### config.mk
export PLATFORM = sky130hd
export DESIGN_NAME = sseg_capture
export DESIGN_NICKNAME = d
export VERILOG_FILES = /design/src/rtl/sseg_capture.sv
export SDC_FILE = /design/constraint.sdc
export NUM_CORES = 1
export LEC_CHECK = 0
export ABC_AREA = 1
export CORE_ASPECT_RATIO = 1.5
export CORE_MARGIN = 2
export CORE_UTILIZATION = 42
export CTS_BUF_LIST = sky130_fd_sc_hd__clkbuf_2
export DETAILED_ROUTE_END_ITERATION = 12
export PLACE_DENSITY = 0.74
export SLEW_MARGIN = 20
export SYNTH_ARGS = -nofsm -noshare
export SYNTH_HDL_FRONTEND = slang
export SYNTH_SLANG_ARGS = --single-unit
### constraint.sdc
create_clock -name clk -period 2.4 [get_ports clk]
set_input_delay 0.48 -clock clk [delete_from_list [all_inputs] [get_ports clk]]
set_output_delay 0.48 -clock clk [all_outputs]
set_load 0.05 [all_outputs]
### src/rtl/sseg_capture.sv
// sseg_capture: decodes a scanned active-low seven-segment bus back into per-digit hex values
// Ports: clk; rst (async, active-low); an[3:0], sseg[6:0] observed display lines (active-low);
//   clear sync clear of captured state; digits[15:0] nibble per digit; valid[3:0] per-digit captured;
//   frame one-cycle pulse when all four digits are captured; err one-cycle pulse per bad dwell.
// Optional: define SSEG_CAPTURE_GHOST_EN to flag a value change on one anode with no other anode dwell between.
module sseg_capture #(
  parameter int STABLE = 4
) (
  input  logic        clk,
  input  logic        rst,
  input  logic [3:0]  an,
  input  logic [6:0]  sseg,
  input  logic        clear,
  output logic [15:0] digits,
  output logic [3:0]  valid,
  output logic        frame,
  output logic        err
);
  localparam logic [7:0] CNT_MAX = 8'(STABLE - 1);
  logic [10:0] r_q, r_d;
  logic [7:0]  cnt_q, cnt_d;
  logic        done_q, done_d;
  logic [15:0] digits_q, digits_d;
  logic [3:0]  valid_q, valid_d, seen_q, seen_d;
  logic        frame_q, frame_d, err_q, err_d;
  logic [3:0]  r_an, val, bit_i;
  logic [6:0]  r_seg;
  logic [1:0]  idx;
  logic        hit, one_hot, eval, commit;
`ifdef SSEG_CAPTURE_GHOST_EN
  logic        gh_on_q, gh_on_d;
  logic [3:0]  gh_an_q, gh_an_d, gh_val_q, gh_val_d;
`endif

  function automatic logic [4:0] decode(input logic [6:0] s);
    case (s)
      7'h40: decode = 5'h10;
      7'h79: decode = 5'h11;
      7'h24: decode = 5'h12;
      7'h30: decode = 5'h13;
      7'h19: decode = 5'h14;
      7'h12: decode = 5'h15;
      7'h02: decode = 5'h16;
      7'h78: decode = 5'h17;
      7'h00: decode = 5'h18;
      7'h10: decode = 5'h19;
      7'h08: decode = 5'h1A;
      7'h03: decode = 5'h1B;
      7'h46: decode = 5'h1C;
      7'h21: decode = 5'h1D;
      7'h06: decode = 5'h1E;
      7'h0E: decode = 5'h1F;
      default: decode = 5'h00;
    endcase
  endfunction

  always_comb begin
    r_an = r_q[10:7];
    r_seg = r_q[6:0];
    {hit, val} = decode(r_seg);
    idx = !r_an[0] ? 2'd0 : !r_an[1] ? 2'd1 : !r_an[2] ? 2'd2 : 2'd3;
    bit_i = 4'b0001 << idx;
    one_hot = r_an inside {4'hE, 4'hD, 4'hB, 4'h7};
    // evaluation looks at the held sample, so it still fires on the edge the input moves on
    eval = cnt_q == CNT_MAX && !done_q;
    commit = eval && one_hot && hit;
    r_d = {an, sseg};
    cnt_d = '0;
    done_d = 1'b0;
    if ({an, sseg} == r_q) begin
      r_d = r_q;
      cnt_d = cnt_q == CNT_MAX ? cnt_q : cnt_q + 8'd1;
      done_d = done_q | eval;
    end
    digits_d = digits_q;
    valid_d = valid_q;
    seen_d = seen_q;
    frame_d = 1'b0;
    err_d = eval && r_an != 4'hF && (!one_hot || (!hit && r_seg != 7'h7F));
    if (commit) begin
      digits_d[{idx, 2'b00} +: 4] = val;
      valid_d = valid_q | bit_i;
      frame_d = (seen_q | bit_i) == 4'hF;
      seen_d = frame_d ? 4'h0 : seen_q | bit_i;
    end
`ifdef SSEG_CAPTURE_GHOST_EN
    gh_on_d = gh_on_q;
    gh_an_d = gh_an_q;
    gh_val_d = gh_val_q;
    // a commit can never complete a frame here, since its digit was already seen
    if (commit && gh_on_q && gh_an_q == r_an && gh_val_q != val) err_d = 1'b1;
    if (eval) gh_on_d = commit || (gh_on_q && gh_an_q == r_an);
    if (commit) begin
      gh_an_d = r_an;
      gh_val_d = val;
    end
`endif
    if (clear) begin
      r_d = {an, sseg};
      cnt_d = '0;
      done_d = 1'b0;
      digits_d = '0;
      valid_d = '0;
      seen_d = '0;
      frame_d = 1'b0;
      err_d = 1'b0;
`ifdef SSEG_CAPTURE_GHOST_EN
      gh_on_d = 1'b0;
`endif
    end
  end

  always_ff @(posedge clk or negedge rst) begin
    if (!rst) begin
      r_q <= 11'h7FF;
      cnt_q <= '0;
      done_q <= 1'b0;
      digits_q <= '0;
      valid_q <= '0;
      seen_q <= '0;
      frame_q <= 1'b0;
      err_q <= 1'b0;
`ifdef SSEG_CAPTURE_GHOST_EN
      gh_on_q <= 1'b0;
      gh_an_q <= 4'hF;
      gh_val_q <= '0;
`endif
    end else begin
      r_q <= r_d;
      cnt_q <= cnt_d;
      done_q <= done_d;
      digits_q <= digits_d;
      valid_q <= valid_d;
      seen_q <= seen_d;
      frame_q <= frame_d;
      err_q <= err_d;
`ifdef SSEG_CAPTURE_GHOST_EN
      gh_on_q <= gh_on_d;
      gh_an_q <= gh_an_d;
      gh_val_q <= gh_val_d;
`endif
    end
  end

  assign digits = digits_q;
  assign valid = valid_q;
  assign frame = frame_q;
  assign err = err_q;
endmodule
==> results of run 1 <==
worst paths after layout:
path                            cells after the start      start          to
worst max-delay path                                9     r_q[9]   digits[3]
worst max register to register                      9     r_q[9]   digits[3]
worst min-delay path                                1      an[0]      r_q[7]
worst min register to register                      2  seen_q[3]   seen_q[3]
max in group asynchronous                           3        rst      r_q[8]
min in group asynchronous                           2        rst  digits[12]
repair_timing:
item	CTS	global route
setup endpoints to repair	0	12
gates resized for setup	0	1
endpoints found under the hold margin	0	13
hold buffers	0	1
worst reg2reg max path: stages (launching register included):
cell and delay, ns:
sky130_fd_sc_hd__dfstp_2 0.60, sky130_fd_sc_hd__inv_1 0.07, sky130_fd_sc_hd__a21oi_2 0.23, sky130_fd_sc_hd__inv_1 0.17, sky130_fd_sc_hd__ha_1 0.32, sky130_fd_sc_hd__nor2_1 0.24
sky130_fd_sc_hd__nand3_1 0.18, sky130_fd_sc_hd__a21oi_1 0.16, sky130_fd_sc_hd__nand2_1 0.08, sky130_fd_sc_hd__nand2_1 0.06
where the power goes:
| group | leakage [nW] | total [W] | switching [W] | internal (W) |
|---|---|---|---|---|
| clock | 0.0392 | 0.000423 | 0.000243 | 0.000180 |
| combinational | 0.948 | 0.000183 | 0.000118 | 0.0000645 |
| sequential | 0.605 | 0.000809 | 0.0000145 | 0.000795 |
| total | 1.59 | 0.00141 | 0.000375 | 0.00104 |
metal layers:
layer	vias to the layer above	routed length (um)	track usage [%]
li1	1252	-	-
met1	1158	2400	20.6
met2	70	3420	36.8
met3	22	234	3.03
met4	0	256	10.2
met5	-	0	0
synthesized netlist by cell type:
cell	number	area [um^2]
sky130_fd_sc_hd__a211o_1	1	8.76
sky130_fd_sc_hd__a21oi_1	11	55.1
sky130_fd_sc_hd__a31oi_1	1	6.26
sky130_fd_sc_hd__and3_1	1	6.26
sky130_fd_sc_hd__buf_2	1	5.00
sky130_fd_sc_hd__buf_6	1	11.3
sky130_fd_sc_hd__clkbuf_1	12	45.0
sky130_fd_sc_hd__clkinv_1	1	3.75
sky130_fd_sc_hd__dfrtp_1	35	876
sky130_fd_sc_hd__dfstp_2	11	289
sky130_fd_sc_hd__ha_1	6	75.1
sky130_fd_sc_hd__inv_1	27	101
sky130_fd_sc_hd__inv_2	5	18.8
sky130_fd_sc_hd__mux2i_1	1	10.0
sky130_fd_sc_hd__nand2_1	98	368
sky130_fd_sc_hd__nand2_2	8	50.1
sky130_fd_sc_hd__nand3_1	40	200
sky130_fd_sc_hd__nand3_2	4	40.0
sky130_fd_sc_hd__nand4_1	11	68.8
sky130_fd_sc_hd__nand4_2	1	12.5
sky130_fd_sc_hd__nor2_1	66	248
sky130_fd_sc_hd__nor2_2	4	25.0
sky130_fd_sc_hd__nor2_4	4	45.0
sky130_fd_sc_hd__nor3_1	3	15.0
sky130_fd_sc_hd__nor3_2	2	20.0
sky130_fd_sc_hd__nor4_1	1	6.26
sky130_fd_sc_hd__o2111ai_1	1	8.76
sky130_fd_sc_hd__o21ai_0	3	15.0
sky130_fd_sc_hd__o22ai_1	1	6.26
sky130_fd_sc_hd__o31ai_1	1	7.51
sky130_fd_sc_hd__or2_2	4	25.0
sky130_fd_sc_hd__xnor2_1	2	17.5
sky130_fd_sc_hd__xor2_1	3	26.3
cell families after synthesis:
family	Yosys count	share of synthesized area [%]
and+or+nand+nor	247	41.6
buffers and inverters	47	6.82
AOI/OAI and AO/OA	19	3.96
xor gates and xnor gates	5	1.61
adders and majority gates	6	2.76
DFF	46	42.9
muxes	1	0.369
through the flow:
step           std cells  setup slack, ns
2_1_floorplan        371            0.430
4_1_cts              480           0.0901
3_3_place_gp         472            0.207
3_5_place_dp         472            0.147
6_report             481            0.246
5_1_grt              481           0.0107
sequential cells by signal, indices dropped and copies added, names as in the netlist:
| signal | cells |
|---|---|
| seen_q | 4 |
| err | 1 |
| cnt_q | 8 |
| frame | 1 |
| digits | 16 |
| valid | 4 |
| r_q | 11 |
| done_q | 1 |
area by class of cell:
type	count	area (um^2)	area share, %
well taps	74	92.6	2.86
repair buffers	42	413	12.8
flip-flops and latches	46	1160	36.0
clock buffers	6	30.0	0.929
clock inverters	2	37.5	1.16
multi-input cells	278	1370	42.4
inverters	33	124	3.83
==> reports/qor.tcl, run 1 <==
set qor(timing.critical_path.max_delay_family) {flip-flops}
set qor(die-area_mm2) 0.00714
set qor(worst_pin_slew_ns) 0.577
set qor(final.fill_count) 645
set qor(max_rail_drop_vdd_v) 0.000296
set qor(final_design_area_no_fill_mm2) 0.00323
set qor(route.detailed.wl_per_inst_um) 13.1
set qor(pwr_per_cell_area_mw_per_mm2) 438
set qor(dr.pass1.iters) 5
set qor(min_path_type) {input port to flop}
set qor(drt_drc_violations_left) 0
set qor(reg_to_reg_slack_setup_ns) 0.25
set qor(ys_seq_elements) 46
set qor(clkTransAtPathRegs_ns) 0.22
set qor(rows) 35
set qor(io_pins) 36
set qor(die_y_um) 102
set qor(ys_seq_area_share_pct) 42.9
set qor(core-area_mm2) 0.00622
set qor(postRouteWirelength_mm) 6.31
set qor(slew_violations) 0
set qor(yosys_warnings) 0
set qor(track_usage_pct) 19.4
set qor(post_synthesis_instance_area_mm2) 0.00272
set qor(globalRoute.totalOverflow) 0
set qor(critical_path_top_delay_cell) {sky130_fd_sc_hd__dfstp_2}
set qor(timing.final.hold_violations) 0
set qor(crit_arrival_ns) 2.52
set qor(number_of_diodes_added_for_antenna_fixing) 0
set qor(layout_worst_path_cycle_share_pct) 89.8
set qor(setup_total_negative_slack_ns) 0
set qor(worstPathMaxFanout) 8
set qor(via_count_of_the_first_global_routing_pass) 2526
set qor(global_route_wire_length_before_repair_mm) 11.0
set qor(tritoncts) {done}
set qor(leakagePower_nw) 1.59
set qor(die-width_um) 69.7
set qor(critPathKind) {flop to flop}
set qor(clock_insertion_delay_worst_skew_ns) 0.42
set qor(clock_sink_count) 46
set qor(setup_repair_after_global_routing_missed_its_margin) {no}
set qor(pin_count_of_the_biggest_net_entering_global_routing) 27
set qor(timing.critical_path.slowest_cell_delay_ns) 0.60
set qor(holdWs_ns) 0.484
set qor(setup.worst_path.end_class) {flop}
set qor(worstSetupStartpointType) {flop}
set qor(postRouteAntennaNets) 0
set qor(syn_to_final_growth_pct) 19.0
set qor(detailroute.via_count) 2502
set qor(start_util_pct) 43.7
set qor(postCtsSetupRepairBufs) 0
set qor(maxSlewHeadroom_pct) 61.5
set qor(cp_cell_sequence) {inv_1 -> a21oi_2 -> inv_1 -> ha_1 -> nor2_1 -> nand3_1 -> a21oi_1 -> nand2_1 -> nand2_1}
set qor(drt_iter0_drc) 220
set qor(nets) 426
set qor(final.min_clock_period_ns) 2.15
set qor(maximum_level_of_the_cts_h_tree) 2
set qor(postLayoutCoreUtil_pct) 52.0
set qor(netlist_instances) 371
set qor(required_ns) 2.77
set qor(final_common_cell) {sky130_fd_sc_hd__nand2_1}
set qor(tritoncts_buffer_count) 5
set qor(critical_path.n_buffers_inverters) 2
set qor(synth.lib_cells_used.distinct) 33
set qor(dpl.hpwl_mm) 5.07
set qor(layout-drive-gt1-share_pct) 14.5
set qor(setup_viol) 0
set qor(avgViaCountPerCell) 5.20
set qor(status) {completed}
set qor(most-common-layout-cells) {sky130_fd_sc_hd__nand2_1, sky130_fd_sc_hd__nor2_1, sky130_fd_sc_hd__nand3_1, sky130_fd_sc_hd__dfrtp_1, sky130_fd_sc_hd__clkdlybuf4s50_1}
set qor(synth.net_count) 391
set qor(dpl-instance-area_mm2) 0.00315
set qor(clock_tree.buffer_depth) 2
set qor(globalplace.congestion) 0.877
set qor(synthesis.area_per_instance_um2) 7.32
set qor(buffer_ports.inserted) 35
set qor(grt_antenna_before_repair) 0
set qor(fmax_ghz) 0.464
set qor(report.power.total_w) 0.00141
set qor(clk_root_buffer_cell) {sky130_fd_sc_hd__clkbuf_2}
set qor(skew_ns) 0.0284
set qor(maxCapViolations) 0
(Power assumes the default switching activity.)
==> inputs of run 2 (changes only) <==
- ABC_AREA: 1 -> unset
==> run 2 against run 1 <==
Final cell count is 19% lower. Worst setup slack worse by 0.15 ns. Highest routed layer unchanged. Core utilization up 0.93 points. Fmax is 6.3% lower. Critical endpoint is now digits[1].
==> reports/qor.tcl, run 2 <==
set qor(status) {completed}
set qor(final.min_clock_period_ns) 2.30 ;# +0.146 ns
set qor(route.detailed.wl_per_inst_um) 13.8 ;# +5.6%
set qor(clk_root_buffer_cell) {sky130_fd_sc_hd__clkbuf_2}
set qor(timing.final.ws_setup_ns) 0.0997 ;# -0.146 ns
set qor(core-area_mm2) 0.00613 ;# -1.4%
set qor(clock_tree.buffer_depth) 2 ;# unchanged
set qor(die-width_um) 68.8 ;# -1.3%
set qor(internal_power_of_the_cells_w) 0.000941 ;# -9.5%
set qor(largest_register_ff_count) 16 ;# unchanged
set qor(worst_pin_slew_ns) 0.775 ;# +0.198 ns
set qor(cell_type_with_the_largest_total_area_after_synthesis) {sky130_fd_sc_hd__dfrtp_1}
set qor(post_synth_most_frequent_cells) {sky130_fd_sc_hd__dfrtp_1, sky130_fd_sc_hd__nand2b_1, sky130_fd_sc_hd__mux2i_1, sky130_fd_sc_hd__xor2_1, sky130_fd_sc_hd__nor2_1}
set qor(synth_most_common_cell) {sky130_fd_sc_hd__dfrtp_1}
set qor(final_common_cell) {sky130_fd_sc_hd__dfrtp_1}
set qor(crit_arrival_ns) 2.67 ;# +0.15 ns
set qor(setup_viol) 0 ;# unchanged
set qor(maxSlewHeadroom_pct) 48.3 ;# -13 points
set qor(synth.net_count) 286 ;# -27%
set qor(leakagePower_nw) 1.43 ;# -10%
set qor(postRouteAntennaNets) 0 ;# unchanged
set qor(worst_setup_slack_post_dpl_ns) 0.0640 ;# -0.0832 ns
set qor(dr.pass1.iters) 5 ;# unchanged
set qor(clock_insertion_delay_worst_skew_ns) 0.41 ;# about the same
set qor(clkTransAtPathRegs_ns) 0.23 ;# about the same
set qor(synth_edf_count) 0 ;# unchanged
set qor(required_ns) 2.77 ;# about the same
set qor(syn_to_final_growth_pct) 22.7
set qor(track_usage_pct) 17.0 ;# -2.4 points
set qor(total_instance_count_after_detailed_placement) 369 ;# -22%
set qor(io_pins) 36 ;# unchanged
set qor(pwr_per_cell_area_mw_per_mm2) 399 ;# -8.8%
set qor(rows) 35 ;# unchanged
set qor(worstPathMaxFanout) 7 ;# -1
set qor(reg_to_reg_slack_setup_ns) 0.1 ;# -0.15 ns
set qor(globalRoute.totalOverflow) 0 ;# unchanged
set qor(drt_drc_violations_left) 0 ;# unchanged
set qor(part_of_the_power_in_the_clock_network_pct) 24.4 ;# -5.5 points
set qor(critPathKind) {flop to flop}
set qor(synth.lib_cells_used.distinct) 53 ;# +61%
set qor(global_route_wire_length_before_repair_mm) 9.14 ;# -17%
set qor(dpl-instance-area_mm2) 0.00311 ;# -1.2%
set qor(buffer_ports.inserted) 35 ;# unchanged
set qor(share_of_yosys_cell_area_claimed_by_the_top_area_cell_type_pct) 33.1 ;# +0.89 points
set qor(synth_flop_cell) {sky130_fd_sc_hd__dfrtp_1}
set qor(setup.worst_path.end_class) {flop}
set qor(slew_violations) 0 ;# unchanged
set qor(instances_no_fill) 389 ;# -19%
set qor(final.fill_count) 568 ;# -12%
set qor(grt_antenna_before_repair) 0 ;# unchanged
set qor(clock_sink_count) 46 ;# unchanged
set qor(maxCapViolations) 0 ;# unchanged
set qor(hold_buffers) 0 ;# unchanged
set qor(via_count_of_the_first_global_routing_pass) 2033 ;# -20%
set qor(switchingPower_w) 0.000354 ;# -5.6%
set qor(die_y_um) 101 ;# -1.3%
set qor(die-area_mm2) 0.00696 ;# -2.5%
set qor(skew_ns) 0.0239 ;# -0.00449 ns
set qor(tritoncts_buffer_count) 5 ;# unchanged
set qor(avgViaCountPerCell) 5.35 ;# +2.9%
set qor(netlist_instances) 266 ;# -28%
set qor(layout-drive-gt1-share_pct) 19.7 ;# +5.2 points
set qor(pin_count_of_the_biggest_net_entering_global_routing) 37 ;# +37%
set qor(layout_worst_path_cycle_share_pct) 95.8 ;# +6.1 points
set qor(postSynth.asyncResetShare_pct) 100 ;# unchanged
set qor(tritoncts) {done}
set qor(postLayoutCoreUtil_pct) 52.9 ;# +0.93 points
set qor(maximum_level_of_the_cts_h_tree) 2 ;# unchanged
set qor(sequentialPowerShare_pct) 63.0 ;# +5.8 points
set qor(switching_share_pct) 27.4 ;# +0.82 points
set qor(worstSetupStartpointType) {flop}
set qor(start_util_pct) 43.1 ;# -0.56 points
set qor(drt_iter0_drc) 71 ;# -68%
set qor(max_rail_drop_vdd_v) 0.000306 ;# +3.3%
set qor(most-common-layout-cells) {sky130_fd_sc_hd__dfrtp_1, sky130_fd_sc_hd__clkdlybuf4s50_1, sky130_fd_sc_hd__buf_4, sky130_fd_sc_hd__nand2b_1}
set qor(synth_top_cells_by_area) {sky130_fd_sc_hd__dfrtp_1, sky130_fd_sc_hd__dfstp_2, sky130_fd_sc_hd__mux2i_1}
set qor(yosys_warnings) 0 ;# unchanged
set qor(dpl.hpwl_mm) 3.97 ;# -22%
set qor(post_synthesis_instance_area_mm2) 0.00264 ;# -2.7%
set qor(number_of_diodes_added_for_antenna_fixing) 0 ;# unchanged
set qor(fmax_ghz) 0.435 ;# -6.3%
set qor(ys_seq_elements) 46 ;# unchanged
set qor(detailroute.via_count) 2082 ;# -17%
set qor(min_path_type) {input port to asynchronous set/reset pin}
set qor(ys_seq_area_share_pct) 44.1 ;# +1.2 points
set qor(synthesis.area_per_instance_um2) 9.94 ;# +36%
set qor(timing.final.hold_violations) 0 ;# unchanged
set qor(postRouteWirelength_mm) 5.39 ;# -15%
set qor(final_design_area_no_fill_mm2) 0.00324 ;# +0.35%
set qor(globalplace.congestion) 0.811 ;# -7.5%
set qor(nets) 334 ;# -22%
set qor(sequential_cell_area_mm2) 0.00116 ;# unchanged
set qor(power.combinational.fraction_pct) 12.6 ;# -0.3 points
set qor(multiInputGateArea_mm2) 0.00132 ;# -4.0%
-- run 2: power groups by stage --
stage	sequential, W	clock [W]	combinational, W
finish	0.000816	0.000316	0.000164
floorplan	0.000813	0	0.000103
CTS	0.000822	0.000335	0.000143
global placement	0.000832	0	0.000140
global route	0.000819	0.000365	0.000184
detailed placement	0.000834	0	0.000143
-- run 2: final timing paths --
check / start / end / depth (start not counted)
min: rst / digits[8] / 1
min in group clk: an[3] / r_q[10] / 1
max: r_q[0] / digits[1] / 8
max in group asynchronous: rst / r_q[2] / 2
max reg2reg: r_q[0] / digits[1] / 8
min reg2reg: done_q / err / 1
-- run 2: timing repair --
item / in CTS / in global routing
resized for setup: 0 / 1
endpoints found under the setup margin: 0 / 5
setup buffers: 0 / 12
-- run 2: per-stage QoR --
stage          hold slack [ns]  TNS, ns  power (W)
6_report                0.0957        0    0.00130
5_1_grt                  0.126  -0.0120    0.00137
4_1_cts                  0.115        0    0.00130
3_5_place_dp             0.471        0   0.000977
3_3_place_gp             0.466        0   0.000973
2_1_floorplan            0.184        0   0.000916
-- run 2: critical path, stage by stage, from the launching register on --
cell,delay (ns)
sky130_fd_sc_hd__dfstp_2,0.43
sky130_fd_sc_hd__buf_2,0.16
sky130_fd_sc_hd__buf_4,0.14
sky130_fd_sc_hd__or4b_2,0.65
sky130_fd_sc_hd__a31o_2,0.25
sky130_fd_sc_hd__a211oi_1,0.20
sky130_fd_sc_hd__buf_4,0.16
sky130_fd_sc_hd__o21ai_0,0.14
sky130_fd_sc_hd__mux2i_1,0.15
-- run 2: area by class of cell --
| cell class | count | area share [%] |
|---|---|---|
| flip-flops and latches | 46 | 35.9 |
| clock inverters | 3 | 0.502 |
| clock buffers | 5 | 0.772 |
| repair buffers | 66 | 17.7 |
| inverters | 15 | 1.74 |
| multi-input cells | 180 | 40.5 |
| well taps | 74 | 2.85 |
-- run 2: layer usage --
layer	up-vias	global-route usage, %	wire length, um
met5	-	0	0
met4	0	5.58	99
met3	7	3.22	203
met2	53	29.7	2900
met1	995	20.5	2190
li1	1027	-	-
-- run 2: kinds of logic (layout without fill, tap and decap cells) --
family                     after synthesis  in the layout  synth area share, %
buffers and inverters                   40             89                 6.39
AOI/OAI and AO/OA                       49             49                 14.9
adders and majority gates                6              6                 2.84
DFF                                     46             46                 44.1
muxes                                   17             17                 6.44
and+or+nand+nor                         87             87                 18.4
xor gates and xnor gates                21             21                 6.96
